==> config.mk <==
export PLATFORM = sky130hd
export DESIGN_NAME = vga_scan_ctrl
export DESIGN_NICKNAME = d
export VERILOG_FILES = /design/src/rtl/vga_scan_ctrl.sv
export SDC_FILE = /design/constraint.sdc
export NUM_CORES = 1
export LEC_CHECK = 0
export ABC_AREA = 1
export BUFFER_PORTS_ARGS = -buffer_cell sky130_fd_sc_hd__buf_2
export CAP_MARGIN = 20
export CORE_UTILIZATION = 36
export DETAILED_ROUTE_END_ITERATION = 12
export PLACE_DENSITY = 0.55
export SLEW_MARGIN = 25
export SYNTH_ARGS = -nofsm -noshare
export SYNTH_HDL_FRONTEND = slang
export SYNTH_SLANG_ARGS = --single-unit
==> constraint.sdc <==
create_clock -name clk -period 2.7 [get_ports clk]
set_input_delay 0.27 -clock clk [delete_from_list [all_inputs] [get_ports clk]]
set_output_delay 0.27 -clock clk [all_outputs]
set_load 0.05 [all_outputs]
==> src/rtl/vga_scan_ctrl.sv <==
// vga_scan_ctrl: VGA raster sequencer plus a one-window-per-frame game-state update arbiter.
// Build option PIX_DIV_EN: pixel tick derived from clk divided by CLK_DIV (else clk is the pixel clock).
module vga_scan_ctrl #(
  parameter int H_ACTIVE = 640,
  parameter int H_FP     = 16,
  parameter int H_SYNC   = 96,
  parameter int H_BP     = 48,
  parameter int V_ACTIVE = 480,
  parameter int V_FP     = 10,
  parameter int V_SYNC   = 2,
  parameter int V_BP     = 33
`ifdef PIX_DIV_EN
  ,
  parameter int CLK_DIV  = 2
`endif
) (
  input  logic       clk,
  input  logic       rst_n,
  output logic [9:0] pixel,
  output logic [8:0] line,
  output logic       hsync,
  output logic       vsync,
  output logic       video_on,
  output logic       pix_en,
  output logic       frame_tick,
  input  logic       upd_req,
  output logic       upd_gnt,
  input  logic       upd_done,
  output logic       upd_late
);

  localparam int H_TOTAL = H_ACTIVE + H_FP + H_SYNC + H_BP;
  localparam int V_TOTAL = V_ACTIVE + V_FP + V_SYNC + V_BP;

  localparam logic [9:0] H_LAST = 10'(H_TOTAL - 1);
  localparam logic [9:0] H_ACT  = 10'(H_ACTIVE);
  localparam logic [9:0] HS_BEG = 10'(H_ACTIVE + H_FP);
  localparam logic [9:0] HS_END = 10'(H_ACTIVE + H_FP + H_SYNC);
  localparam logic [9:0] V_LAST = 10'(V_TOTAL - 1);
  localparam logic [9:0] V_ACT  = 10'(V_ACTIVE);
  localparam logic [9:0] VS_BEG = 10'(V_ACTIVE + V_FP);
  localparam logic [9:0] VS_END = 10'(V_ACTIVE + V_FP + V_SYNC);

  typedef enum logic [1:0] {S_IDLE, S_WAIT, S_GRANT} upd_state_t;

  logic       tick;
  logic [9:0] vcnt_reg;
  logic [9:0] pixel_next, vcnt_next;
  logic       h_wrap, v_wrap, frame_start, frame_wrap, vblank;
  upd_state_t state_reg, state_next;
  logic       served_reg, served_next, late_next;

`ifdef PIX_DIV_EN
  localparam int DIV_W = (CLK_DIV > 1) ? $clog2(CLK_DIV) : 1;
  localparam logic [DIV_W-1:0] DIV_LAST = DIV_W'(CLK_DIV - 1);
  logic [DIV_W-1:0] div_reg;

  always_ff @(posedge clk or negedge rst_n) begin
    if (!rst_n)                div_reg <= '0;
    else if (div_reg == DIV_LAST) div_reg <= '0;
    else                       div_reg <= div_reg + 1'b1;
  end

  assign tick = (div_reg == DIV_LAST);
`else
  assign tick = 1'b1;
`endif

  always_comb begin
    h_wrap      = (pixel == H_LAST);
    v_wrap      = (vcnt_reg == V_LAST);
    pixel_next  = h_wrap ? 10'd0 : pixel + 10'd1;
    vcnt_next   = h_wrap ? (v_wrap ? 10'd0 : vcnt_reg + 10'd1) : vcnt_reg;
    frame_start = tick && h_wrap && (vcnt_next == V_ACT);
    frame_wrap  = tick && h_wrap && v_wrap;
    vblank      = (vcnt_reg >= V_ACT);
  end

  // Sync/blank/line are registered from the next-count values so they line up with pixel.
  always_ff @(posedge clk or negedge rst_n) begin
    if (!rst_n) begin
      pixel      <= H_LAST;
      vcnt_reg   <= V_LAST;
      line       <= 9'h1FF;
      hsync      <= 1'b1;
      vsync      <= 1'b1;
      video_on   <= 1'b0;
      pix_en     <= 1'b0;
      frame_tick <= 1'b0;
    end else begin
      pix_en     <= tick;
      frame_tick <= frame_start;
      if (tick) begin
        pixel    <= pixel_next;
        vcnt_reg <= vcnt_next;
        line     <= (vcnt_next < V_ACT) ? vcnt_next[8:0] : 9'h1FF;
        hsync    <= !((pixel_next >= HS_BEG) && (pixel_next < HS_END));
        vsync    <= !((vcnt_next >= VS_BEG) && (vcnt_next < VS_END));
        video_on <= (pixel_next < H_ACT) && (vcnt_next < V_ACT);
      end
    end
  end

  // A grant is never opened on the wrap edge, so the window cannot overlap active video.
  always_comb begin
    state_next  = state_reg;
    served_next = served_reg;
    late_next   = 1'b0;
    if (frame_start) served_next = 1'b0;
    case (state_reg)
      S_IDLE: begin
        if (upd_req) state_next = S_WAIT;
      end
      S_WAIT: begin
        if (!upd_req)                                     state_next = S_IDLE;
        else if (vblank && !served_reg && !frame_wrap)    state_next = S_GRANT;
      end
      S_GRANT: begin
        if (upd_done) begin
          state_next  = S_IDLE;
          served_next = 1'b1;
        end else if (frame_wrap) begin
          state_next  = S_IDLE;
          served_next = 1'b1;
          late_next   = 1'b1;
        end
      end
      default: state_next = S_IDLE;
    endcase
  end

  always_ff @(posedge clk or negedge rst_n) begin
    if (!rst_n) begin
      state_reg  <= S_IDLE;
      served_reg <= 1'b0;
      upd_gnt    <= 1'b0;
      upd_late   <= 1'b0;
    end else begin
      state_reg  <= state_next;
      served_reg <= served_next;
      upd_gnt    <= (state_next == S_GRANT);
      upd_late   <= late_next;
    end
  end

endmodule

# Word level (Yosys, flattened, before mapping)

Cells that the tools add are included.

Register bits after elaboration: 39
Bits of input ports: 4
Logic and storage cells: 56
Output and inout port bits: 26

Add/subtract/negate cells: 2
$lt $le $gt $ge: 7
Muxes and demuxes: 17
Eq/ne operators: 6
Reduce and logical (&&, ||, !) cells: 12

Operators by type and width:

| cell                  | number |
|---|---|
| $mux 10               | 3 |
| $add 10x1->10 const B | 2 |
| $eq 10x10->1 const B  | 2 |
| $ge 10x9->1 const B   | 2 |
| $lt 10x10->1 const B  | 2 |
| $lt 10x9->1 const B   | 2 |
| $eq 10x9->1 const B   | 1 |
| $ge 10x10->1 const B  | 1 |
| $mux 2                | 5 |
| $mux 9                | 1 |
| $logic_and 1x1->1     | 7 |
| $mux 1                | 7 |
| $pmux 2 s3            | 1 |
| $eq 2x2->1 const B    | 2 |
| $logic_not 1->1       | 4 |
| $eq 2x1->1 const B    | 1 |
| $logic_not 2->1       | 1 |

# Logic depth before layout (Yosys ltp)

Depth after elaboration: 9
Gate-level depth with buffers: 14
Depth with buffers taken out: 14

# Least setup slack after synthesis

Ideal clock, no wire load.

Path kind: register to register
Start: register pixel[0]
End: register served_reg
Slack: 558 ps
Clock period less this slack: 2,142 ps
Setup time: 121 ps
Stages on the path, launching flop included: 14
Path buffers: 1
Arrival: 2,022 ps
Required time: 2,579 ps
Cells stage by stage: dfstp_2 -> ha_1 -> nand4_1 -> nor2_4 -> buf_6 -> nand2_2 -> nand2_2 -> nand2_2 -> nor2_4 -> inv_2 -> nor2_4 -> nand2_1 -> nand2_1 -> nand2_1

Cells in the longest elaborated chain, start to end: 8
Elaborated cells on any way between the ends: 9
Those cells by class: 2 x eq/ne; 5 x mux; 2 x reduce/logical

Ends and longest elaborated chain:

| what                     | line | RTL |
|---|---|---|
| start: declaration       | 19   | `output logic [9:0] pixel,` |
| start signal: assignment | 94   | `pixel <= pixel_next;` |
| $eq 10x10->1 *           | 70   | `h_wrap = (pixel == H_LAST);` |
| $mux 10                  | 73   | `vcnt_next = h_wrap ? (v_wrap ? 10'd0 : vcnt_reg + 10'd1) : vcnt_reg;` |
| $eq 10x9->1              | 74   | `frame_start = tick && h_wrap && (vcnt_next == V_ACT);` |
| $logic_and 1x1->1        | 74   |  |
| $mux 1                   | 109  | `if (frame_start) served_next = 1'b0;` |
| $mux 1                   | 122  | `end else if (frame_wrap) begin` |
| $mux 1                   | 119  | `if (upd_done) begin` |
| $mux 1 *                 | 110  | `case (state_reg)` |
| net served_next          | 51   | `logic served_reg, served_next, late_next;` |
| end signal: assignment   | 140  | `served_reg <= served_next;` |
| end: declaration         | 51   |  |

The timed path passes the listed nets; every way through them passes the cells marked *.

# Final worst setup path

Same ends and word-level chain as after synthesis.

==> results.toml <==
[critical_path]
cp.arrival_ns = 2.42
crit_required_ns = 2.88
worst-setup-path-type = "flop to flop"
end_kind = "flop"
start_kind = "flop"
crit_path_max_fanout = 12
rrSetupSlack_ns = 0.46

[final_layout]
multi_input_area_um2 = 764
drive_gt1_share_pct = 29.9
n_fill_cell = 570
instances_no_fill = 331
area_growth_pct = 17.5
seqCellArea_um2 = 1000
mostFrequentLayoutCells = "nand2_1 (45), inv_1 (36), buf_2 (29), nand3_1 (26), nor2_1 (25)"
final_nets = 268
n_antenna_cell = 0
layout_commonest_cell = "nand2_1"

[clocking]
cts-resized-gates = 0
clock_path_buffers = 2
root_buffer = "clkbuf_8"
clk_latency_ns = 0.29
path_clk_slew_ns = 0.08
cts_sinks = 39
numCtsBuffers = 5
hold_buffers = 0
cts_tree = "yes"
cts_setup_buffers = 0
htreeDepth = 2

[placement]
post-place-ws_ns = 0.419
dpl.cell_count = 323
gp_congestion = 0.833
post-dp-hpwl_um = 2900
io_buffers = 29

[timing]
rsz0062_at_grt = "no"
setup-tns-final_ns = 0
worst_slew_pin_slew_ns = 0.832
setup_viol = 0
fmaxAchievable_mhz = 446
slew_viol_final = 0
fin_worst_skew_ns = 0.00519
min_period_ns = 2.24
period_share_pct = 83.0
slew_headroom_pct = 44.5
hold_viol = 0
worst_slack_ns = 0.460

[drt]
drt_iter0_drc = 70
antenna_left = 0
drt-total-wl_um = 3900
firstDrtPassIters = 4
vias = 1479
vias_per_cell = 4.47
wire_per_inst_um = 11.8
drc = 0

[global_route]
grt_overflow = 0
antenna_found_initial = 0
track_usage_pct = 16.4
grt_pass1_wl_um = 6660
grt_pass1_vias = 1405
grt_max_degree = 40

[floorplanning]
coreArea_um2 = 5140
die_h_um = 75.4
die_w_um = 75.4
die_area_um2 = 5680
io_pins = 30
rows = 26
start_util_pct = 37.7

[synthesis]
avgSynthCellArea_um2 = 8.62
synth.top_cell.area_share_pct = 28.5
syn-num-nets = 233
synth_cell_type_count = 28
synth_area_leader_cell = "dfstp_2"
synth_area_um2 = 1940
yosysSeqAreaShare_pct = 51.7
netlist_instances = 225
synth_seq_cells = 39
yosys-top-cells-area = "dfstp_2 (28%), dfrtp_1 (23%), nand2_1 (8.7%)"
yosys_warnings = 0

[outcome]
status = "complete, no violations"

[job]
cap_violations = 0

[pwr]
peakVddDrop_uv = 228
p_per_area_nw_per_um2 = 485
power.leakage_uw = 0.00115

[min_path]
hp-class = "primary input to asynchronous set/reset pin"
[path summary, 6_finish.rpt]
kind	start	end	cells after the start
setup / recovery	pixel[0]	served_reg	10
setup reg to reg	pixel[0]	served_reg	10
hold / removal	rst_n	state_reg[1]	1
min in group clk	upd_done	served_reg	3
hold reg to reg	served_reg	served_reg	2
max in group asynchronous	rst_n	vcnt_reg[7]	1
[cell usage after synthesis]
master and n:
a21oi_1 2, nand3_1 26, nand3b_1 4, nor3b_1 1, nand2_1 45, buf_6 1
dfrtp_1 18, nand4_1 6, clkinv_1 1, nand2_2 4, ha_1 4, inv_2 4
nor3_1 2, nor3_2 1, or2_1 1, nor2_4 3, xor2_1 5, buf_4 1
nor2_1 25, nand3_2 2, nand4_4 1, o21ai_2 2, o21ai_0 4, inv_1 36
o22ai_1 2, dfstp_2 21, nor2_2 2, conb_1 1
[per-layer routing]
layer	vias to the layer above	wire [um]	track usage, %
met5	-	0	0
met4	0	56	6.79
met3	4	169	4.76
met2	32	1770	24.4
met1	669	1900	22.4
li1	774	-	-
[cells by family after synthesis]
group | count (synthesis) | synth area share (%)
and+or+nand+nor | 123 | 31.3
other | 1 | 0.193
xor gates and xnor gates | 5 | 2.26
adders and majority gates | 4 | 2.58
DFF | 39 | 51.7
AOI/OAI and AO/OA | 10 | 3.10
buffers and inverters | 43 | 8.90
[critical path, cell delays in order (launching register included)]
cell and delay [ns]:
dfstp_2 0.57, ha_1 0.21, nand4_1 0.18, nor2_4 0.21, nand2_1 0.22, nand3_2 0.31
nand2_1 0.14, nor2_4 0.11, nand2_1 0.08, nand2_1 0.06, nand2_1 0.04
[power breakdown]
| group | total (uW) | internal [uW] | switching, uW |
|---|---|---|---|
| Clock | 500 | 299 | 201 |
| Combinational | 17.9 | 2.82 | 15.1 |
| Sequential | 588 | 587 | 0.508 |
[cell type report]
class | instances | area share [%]
Sequential cell | 39 | 44.0
Clock inverter | 2 | 1.54
Multi-Input combinational cell | 143 | 33.6
Inverter | 41 | 6.75
Tap cell | 70 | 3.84
Clock buffer | 6 | 3.62
Timing Repair Buffer | 30 | 6.70
[through the flow]
step / hold slack (ns) / util, % / instance area (um^2) / total power, uW
6_report: 0.0755 / 44.3 / 2280 / 1110
5_1_grt: 0.139 / 44.3 / 2280 / 1150
4_1_cts: 0.102 / 44.3 / 2280 / 1130
3_5_place_dp: 0.424 / 42.0 / 2160 / 617
3_3_place_gp: 0.424 / 42.0 / 2160 / 616
2_1_floorplan: -0.0256 / - / 1940 / 602
(Power assumes the default switching activity.)
